--- src/rtl/my_seq_setlessthan.sv ---
// Sequential set-less-than: compares two WIDTH-bit operands DIGIT bits per clock,
// most significant digit first, stopping at the first differing digit. Signed mode
// is handled by flipping both MSBs on capture, so the digit loop is always unsigned.
module my_seq_setlessthan #(
  parameter int unsigned WIDTH = 32,
  parameter int unsigned DIGIT = 4
) (
  input  logic             clk,
  input  logic             rst_n,
  input  logic             start,
  input  logic [WIDTH-1:0] A,
  input  logic [WIDTH-1:0] B,
  input  logic             signed_mode,
  output logic             busy,
  output logic             done,
  output logic             setres,
  output logic             eq,
  output logic [WIDTH-1:0] Res
);

  localparam int unsigned N      = WIDTH / DIGIT;
  localparam int unsigned IdxW   = (N > 1) ? $clog2(N) : 1;
  localparam logic [IdxW-1:0] IdxTop = IdxW'(N - 1);

  typedef enum logic [1:0] {
    StIdle,
    StRun,
    StDone
  } state_e;

  state_e            state_q, state_d;
  logic [IdxW-1:0]   idx_q, idx_d;
  logic [WIDTH-1:0]  a_q, a_d;
  logic [WIDTH-1:0]  b_q, b_d;
  logic              setres_q, setres_d;
  logic              eq_q, eq_d;

  logic [WIDTH-1:0]  bias;
  logic [DIGIT-1:0]  a_dig;
  logic [DIGIT-1:0]  b_dig;

  // MSB flip maps two's-complement order onto unsigned order.
  assign bias = {signed_mode, {(WIDTH-1){1'b0}}};

  // Select the digit currently under comparison.
  always_comb begin
    a_dig = a_q[int'(idx_q) * DIGIT +: DIGIT];
    b_dig = b_q[int'(idx_q) * DIGIT +: DIGIT];
  end

  // Next-state logic: capture on accepted start, walk digits, one-cycle done.
  always_comb begin
    state_d  = state_q;
    idx_d    = idx_q;
    a_d      = a_q;
    b_d      = b_q;
    setres_d = setres_q;
    eq_d     = eq_q;

    unique case (state_q)
      StIdle, StDone: begin
        if (start) begin
          a_d     = A ^ bias;
          b_d     = B ^ bias;
          idx_d   = IdxTop;
          state_d = StRun;
        end else begin
          state_d = StIdle;
        end
      end
      StRun: begin
        if (a_dig != b_dig) begin
          setres_d = (a_dig < b_dig);
          eq_d     = 1'b0;
          state_d  = StDone;
        end else if (idx_q == '0) begin
          setres_d = 1'b0;
          eq_d     = 1'b1;
          state_d  = StDone;
        end else begin
          idx_d = idx_q - IdxW'(1);
        end
      end
      default: state_d = StIdle;
    endcase
  end

  // State and datapath registers; reset discards any in-flight comparison.
  always_ff @(posedge clk or negedge rst_n) begin
    if (!rst_n) begin
      state_q  <= StIdle;
      idx_q    <= '0;
      a_q      <= '0;
      b_q      <= '0;
      setres_q <= 1'b0;
      eq_q     <= 1'b0;
    end else begin
      state_q  <= state_d;
      idx_q    <= idx_d;
      a_q      <= a_d;
      b_q      <= b_d;
      setres_q <= setres_d;
      eq_q     <= eq_d;
    end
  end

  // Outputs are pure functions of registered state.
  always_comb begin
    busy   = (state_q == StRun);
    done   = (state_q == StDone);
    setres = setres_q;
    eq     = eq_q;
    Res    = {{(WIDTH-1){1'b0}}, setres_q};
  end

endmodule

--- config.mk ---
export PLATFORM = sky130hd
export DESIGN_NAME = my_seq_setlessthan
export DESIGN_NICKNAME = d
export VERILOG_FILES = /design/src/rtl/my_seq_setlessthan.sv
export SDC_FILE = /design/constraint.sdc
export NUM_CORES = 1
export LEC_CHECK = 0
export ABC_AREA = 1
export CAP_MARGIN = 20
export CORE_ASPECT_RATIO = 0.8
export CORE_MARGIN = 5
export CORE_UTILIZATION = 49
export CTS_CLUSTER_SIZE = 28
export DETAILED_ROUTE_END_ITERATION = 8
export PLACE_DENSITY = 0.78
export SKIP_LAST_GASP = 1
export SLEW_MARGIN = 20
export SYNTH_ARGS = -nofsm -noshare
export SYNTH_HDL_FRONTEND = slang
export SYNTH_SLANG_ARGS = --single-unit
--- constraint.sdc ---
create_clock -name clk -period 2.5 [get_ports clk]
set_input_delay 0.375 -clock clk [delete_from_list [all_inputs] [get_ports clk]]
set_output_delay 0.375 -clock clk [all_outputs]
set_load 0.02 [all_outputs]
==> impl_metrics.csv, run 1 <==
group,metric,value,unit
cts,cts_buffers,9,
worst_setup_path,timing.critical_path.mode_cell,"nand2_1",
floorplan,num_rows,28,
timing,hold_slack,0.0311,ns
outcome,status,"finished clean",
worst_setup_path,worst-setup-path-type,"register to register",
cts,cts.sinks,71,
global_routing,antenna_found_initial,0,
placed_design,globalplace.congestion,0.845,
cts,cts_buffer_depth,2,
route,met3_length,744,um
power,powerDensity,1120,mW/mm^2
final_layout,drive_gt1_share,5.94,%
route,drc,0,
synth,ys_ff_latch,71,
global_routing,grt_overflow,0,
timing,rsz0062_at_grt,"no",
worst_setup_path,critPathMaxStageDelay,0.40,ns
timing,fin_setup_tns,0,ns
worst_setup_path,cp_max_fo,31,
worst_setup_path,start_kind,"register",
final_layout,area_growth,22.7,%
cts,h-tree-depth,3,
timing,hold_viol,0,
route,top_layer_used,"met4",
synth,syn_inst,430,
cts,clock_latency,0.35,ns
timing,setup_viol,0,
synth,ys.warnings.count,0,
placed_design,dpl.hpwl,6290,um
synth,synth_edf_count,0,
power,p_leak,2.24,nW
floorplan,coreArea,0.00746,mm^2
route,wire_per_inst,13.5,um
global_routing,grt.total_usage,18.3,%
route,drt-met1-wl,3940,um
placed_design,postPlaceCellArea,0.00445,mm^2
route,first_pass_iters,4,
cts,cts_tree,"built",
worst_setup_path,crit_arrival,2.47,ns
floorplan,start_util,50.8,%
synth,synth_top_area_share,46.9,%
synth,synthTopCellsByCount,"nand2_1 (92), nor2_1 (84), dfrtp_1 (71)",
cts,cts_setup_buffers,0,
final_layout,nNetsFinal,574,
route,drtIter0Drc,155,
floorplan,io_pins,104,
synth,synth.avg_cell_area,8.82,um^2
route,wl,8250,um
timing,max_freq,0.449,GHz
route,drt-vias-per-instance,4.75,
floorplan,die_y,88.7,um
worst_setup_path,path_cells,"buf_4 -> nor2_1 -> nor2_1 -> nand2_1 -> nand2_1 -> nand2_1 -> nand2_1 -> ha_1 -> nand2_1 -> nor2_1 -> nand2_1 -> nand2_1 -> inv_1 -> nand2_1 -> nand2_1",
final_layout,diodes,0,
placed_design,port_buffers,72,
synth,synth_area_leaders,"dfrtp_1 (47%), mux2_1 (13%), nand2_1 (9.1%)",
cts,cts_resized,0,
timing,skew,0.00655,ns
min_path,hold_class,"input port to asynchronous set/reset pin",
cts,root_buffer,"clkbuf_8",
worst_setup_path,crit_slowest_cell,"dfrtp_1",
cts,hold_buffers,0,
run,max_cap_viol_count,0,
power,irDropWorstVdd,529,uV
global_routing,grt_max_degree,72,
final_layout,fillers,658,
timing,final_max_slew_viol_count,0,
timing,fin_crit_sh,89.0,%
global_routing,grt_pass1_wl,13600,um
synth,yosysTopAreaCell,"dfrtp_1",
worst_setup_path,crit_required,2.74,ns
route,dr_total_vias,2896,
floorplan,die_w,108,um
synth,yosys.cell_types.count,19,
worst_setup_path,cp-end-kind,"register",
synth,yosysMostFrequentCell,"nand2_1",
floorplan,die_area,0.00961,mm^2
worst_setup_path,critical-path-top-delay-family,"simple AND/OR/NAND/NOR gates",
global_routing,grt_pass1_vias,2851,
final_layout,stdcell_area,0.00465,mm^2
synth,synthArstFlopShare,100,%
cts,path_clk_slew,0.07,ns
final_layout,regArea,0.00178,mm^2
timing,period_minus_slack,2.23,ns
route,final_antenna_net_count,0,
final_layout,multiInputGateArea,0.00162,mm^2
synth,synth.yosys.seq_area_share,46.9,%
route,dr_wl_met2,3490,um
synth,syn_area,0.00379,mm^2
synth,ys.flop_type,"dfrtp_1",
worst_setup_path,crit_buf_inv,2,
-- layout make-up --
cell class / count / share of cell area, %
clock buffers: 12 / 2.90
clock inverters: 4 / 1.51
inverters: 29 / 2.34
multi-input cells: 308 / 34.9
flip-flops and latches: 71 / 38.2
well taps: 105 / 2.82
repair buffers: 81 / 17.4
-- cell usage in the layout (no fill, tap or decap) --
cell	synthesis	layout
nor2_2	1	1
mux2_1	43	43
ha_1	6	6
conb_1	1	31
a21oi_1	19	19
nand3_2	1	1
clkdlybuf4s50_1	0	71
nor2_1	84	84
inv_2	3	3
clkinv_2	0	2
clkbuf_8	0	9
nand2_4	1	1
xnor2_1	3	3
inv_1	26	26
buf_4	37	7
buf_2	8	1
nand2_2	1	1
bufinv_16	0	2
clkbuf_1	0	3
buf_12	0	2
o21ai_0	15	15
dfrtp_1	71	71
nand2_1	92	92
nand3_1	11	11
-- path summary, 6_finish.rpt --
| kind | from | endpoint | slack, ns | depth (start not counted) |
|---|---|---|---|---|
| setup / recovery | idx_q[0]$_DFFE_PN0P_ | eq$_DFFE_PN0P_ | 0.27 | 15 |
| hold / removal | rst_n | a_q[17]$_DFFE_PN0P_ | 0.03 | 2 |
| setup reg to reg | idx_q[0]$_DFFE_PN0P_ | eq$_DFFE_PN0P_ | 0.27 | 15 |
| hold reg to reg | b_q[5]$_DFFE_PN0P_ | b_q[5]$_DFFE_PN0P_ | 0.49 | 1 |
| max in group asynchronous | rst_n | a_q[15]$_DFFE_PN0P_ | 2.15 | 2 |
| min in group clk | b_q[5]$_DFFE_PN0P_ | b_q[5]$_DFFE_PN0P_ | 0.49 | 1 |
-- report_power, final --
part           total (mW)  internal (mW)  switching [mW]
sequential           1.88           1.61           0.267
clock               0.965          0.560           0.405
combinational        2.35          0.961            1.39
total                5.20           3.13            2.07
-- stage by stage --
stage / power, mW / setup slack [ns] / util (%) / std cells
2_1_floorplan: 3.69 / 0.579 / - / 460
3_3_place_gp: 4.18 / 0.388 / 59.6 / 594
3_5_place_dp: 4.25 / 0.300 / 59.6 / 594
4_1_cts: 5.23 / 0.296 / 62.3 / 610
5_1_grt: 5.67 / 0.0731 / 62.3 / 610
6_report: 5.20 / 0.274 / 62.3 / 610
-- routing by layer --
layer / vias to the layer above / GRT usage (%)
li1: 1429 / -
met1: 1354 / 26.1
met2: 105 / 26.9
met3: 8 / 6.05
met4: 0 / 4.70
met5: - / 0
-- kinds of logic after synthesis --
group,synth area share (%)
AOI/OAI and AO/OA,4.49
buffers and inverters,13.3
and+or+nand+nor,19.8
DFF,46.9
xor gates and xnor gates,0.693
muxes,12.8
adders and majority gates,1.98
other,0.0989
-- registers in the layout (all words and copies together), names as in the netlist --
register / count
a_q: 32
b_q: 32
idx_q: 3
state_q: 2
eq: 1
setres: 1
Note: power is estimated with default switching activity, not from simulation.
==> run 2: changes to the inputs <==
--- a/config.mk
+++ b/config.mk
@@ -9,10 +9,10 @@
 export CAP_MARGIN = 20
 export CORE_ASPECT_RATIO = 0.8
 export CORE_MARGIN = 5
-export CORE_UTILIZATION = 49
+export CORE_UTILIZATION = 52
 export CTS_CLUSTER_SIZE = 28
 export DETAILED_ROUTE_END_ITERATION = 8
-export PLACE_DENSITY = 0.78
+export PLACE_DENSITY = 0.82
 export SKIP_LAST_GASP = 1
 export SLEW_MARGIN = 20
 export SYNTH_ARGS = -nofsm -noshare
==> constraint.sdc (replaced) <==
create_clock -name clk -period 2.74 [get_ports clk]
set_input_delay 0.411 -clock clk [delete_from_list [all_inputs] [get_ports clk]]
set_output_delay 0.411 -clock clk [all_outputs]
set_load 0.02 [all_outputs]
==> impl_metrics.csv, run 2 (synthesis results as in run 1) <==
group,metric,value,unit
placed_design,dpl.hpwl,6420,um
cts,hold_buffers,0,
cts,root_buffer,"clkbuf_8",
worst_setup_path,start_kind,"register",
route,wl,8410,um
timing,max_freq,0.408,GHz
floorplan,io_pins,104,
cts,h-tree-depth,3,
power,p_leak,2.24,nW
final_layout,layout_commonest_cell,"nand2_1",
route,wire_per_inst,14.2,um
timing,setup_viol,0,
timing,rsz0062_at_grt,"no",
cts,cts_setup_buffers,0,
placed_design,port_buffers,72,
global_routing,grt_pass1_vias,2863,
cts,cts_resized,0,
global_routing,antenna_found_initial,0,
global_routing,grt_max_degree,41,
power,irDropWorstVdd,420,uV
worst_setup_path,path_cells,"buf_4 -> nor2_1 -> nor2_1 -> o21ai_0 -> nand3_1 -> nand2_1 -> ha_1 -> nand2_1 -> nor2_1 -> nand3_2 -> nand2_2 -> nand2_1 -> nand2_1",
cts,cts.sinks,71,
run,max_cap_viol_count,0,
worst_setup_path,crit_arrival,2.75,ns
final_layout,final_cell_mix,"nand2_1 (92), nor2_1 (84), dfrtp_1 (71), clkdlybuf4s50_1 (71), mux2_1 (43)",
worst_setup_path,cp-end-kind,"register",
global_routing,grt.total_usage,19.2,%
route,drc,0,
power,powerDensity,1040,mW/mm^2
cts,cts_buffer_depth,2,
final_layout,diodes,0,
route,final_antenna_net_count,0,
route,drtIter0Drc,164,
floorplan,coreArea,0.00699,mm^2
final_layout,fillers,561,
timing,worst_slew_pin_slew,0.741,ns
cts,cts_tree,"built",
floorplan,die_w,105,um
floorplan,die_area,0.00911,mm^2
global_routing,grt_overflow,0,
global_routing,grt_pass1_wl,13700,um
timing,skew,0.00880,ns
worst_setup_path,timing.critical_path.mode_cell,"nand2_1",
final_layout,reg_top3,"a_q: 32 flops, b_q: 32 flops, idx_q: 3 flops",
floorplan,start_util,54.2,%
route,first_pass_iters,5,
timing,fin_crit_sh,89.5,%
worst_setup_path,critical-path-top-delay-family,"simple AND/OR/NAND/NOR gates",
timing,final_max_slew_viol_count,0,
floorplan,num_rows,27,
timing,hold_viol,0,
timing,hold_slack,0.113,ns
route,drt-vias-per-instance,4.98,
timing,relSlewSlack,50.6,%
worst_setup_path,cp_max_fo,20,
outcome,status,"finished clean",
timing,fin_setup_tns,0,ns
worst_setup_path,crit_required,3.03,ns
worst_setup_path,critPathMaxStageDelay,0.58,ns
timing,period_minus_slack,2.45,ns
worst_setup_path,worst-setup-path-type,"register to register",
route,dr_total_vias,2946,
worst_setup_path,crit_slowest_cell,"dfrtp_1",
min_path,hold_class,"input port to asynchronous set/reset pin",
cts,path_clk_slew,0.08,ns
cts,clock_latency,0.36,ns
worst_setup_path,crit_buf_inv,1,
final_layout,nNetsFinal,573,
floorplan,die_y,86.4,um
final_layout,area_growth,22.4,%
cts,cts_buffers,9,
final_layout,drive_gt1_share,6.15,%
placed_design,globalplace.congestion,0.906,
==> run 2: changes by cell type in the layout (fill, tap and decap cells not counted) <==
cell	before	now
clkinv_2	2	1
clkinv_4	0	1
clkinvlp_4	0	1
clkbuf_8	9	10
buf_4	7	6
clkbuf_1	3	1
==> run 2: final cells by class <==
type	instances	area (um^2)	share of cell area, %
sequential	71	1780	38.3
multi-input combinational	308	1620	35.0
timing repair buffer	80	801	17.3
clock buffer	11	141	3.05
inverter	29	109	2.35
tap	87	109	2.35
clock inverter	5	81.3	1.75
==> run 2: path summary, 6_finish.rpt <==
check | slack (ns) | to | startpoint | cells past startpoint
min reg2reg | 0.49 | eq$_DFFE_PN0P_ | eq$_DFFE_PN0P_ | 2
max in group asynchronous | 1.95 | b_q[31]$_DFFE_PN0P_ | rst_n | 2
max | 0.29 | idx_q[0]$_DFFE_PN0P_ | idx_q[0]$_DFFE_PN0P_ | 13
max reg2reg | 0.29 | idx_q[0]$_DFFE_PN0P_ | idx_q[0]$_DFFE_PN0P_ | 13
min in group clk | 0.49 | eq$_DFFE_PN0P_ | eq$_DFFE_PN0P_ | 2
min | 0.11 | a_q[10]$_DFFE_PN0P_ | rst_n | 1
==> run 2: worst reg2reg max path, stage by stage (launching register included) <==
cell and delay [ns]:
dfrtp_1 0.58, buf_4 0.31, nor2_1 0.07, nor2_1 0.08, o21ai_0 0.09, nand3_1 0.10, nand2_1 0.08, ha_1 0.29
nand2_1 0.08, nor2_1 0.28, nand3_2 0.17, nand2_2 0.13, nand2_1 0.07, nand2_1 0.08
==> run 2: layer usage <==
metal | track usage (%) | routed length (um) | part of all wire, %
met2 | 29.0 | 3590 | 43
met4 | 7.15 | 105 | 1.2
met3 | 5.66 | 793 | 9.4
met5 | 0 | 0 | 0
met1 | 26.2 | 3920 | 47
==> run 2: power breakdown <==
part	internal [mW]	switching [mW]	total, mW
Combinational	0.869	1.25	2.12
Clock	0.537	0.396	0.933
Sequential	1.47	0.291	1.76
Total	2.87	1.94	4.81
==> run 2: metrics by stage <==
step | total power, mW | area [um^2] | utilization, % | instances | setup WS (ns)
2_1_floorplan | 3.36 | 3900 | - | 460 | 0.819
3_3_place_gp | 3.77 | 4420 | 63.2 | 575 | 0.469
3_5_place_dp | 3.88 | 4420 | 63.2 | 575 | 0.344
4_1_cts | 4.82 | 4640 | 66.3 | 591 | 0.316
5_1_grt | 5.20 | 4640 | 66.3 | 591 | 0.0405
6_report | 4.81 | 4640 | 66.3 | 591 | 0.288
==> run 3: changes to the inputs <==
--- a/config.mk
+++ b/config.mk
@@ -10,6 +10,7 @@
 export CORE_ASPECT_RATIO = 0.8
 export CORE_MARGIN = 5
 export CORE_UTILIZATION = 52
+export CTS_CLUSTER_DIAMETER = 200
 export CTS_CLUSTER_SIZE = 28
 export DETAILED_ROUTE_END_ITERATION = 8
 export PLACE_DENSITY = 0.82
@@ -18,3 +19,4 @@
 export SYNTH_ARGS = -nofsm -noshare
 export SYNTH_HDL_FRONTEND = slang
 export SYNTH_SLANG_ARGS = --single-unit
+export TNS_END_PERCENT = 5
==> constraint.sdc (replaced) <==
create_clock -name clk -period 2.74 [get_ports clk]
set_input_delay 0.411 -clock clk [delete_from_list [all_inputs] [get_ports clk]]
set_output_delay 0.411 -clock clk [all_outputs]
set_load 0.01 [all_outputs]
==> results of run 3 <==
Same layout as run 2 (identical final DEF). Status: finished clean.
Main changes from that run: total power 4.81 mW -> 4.77 mW
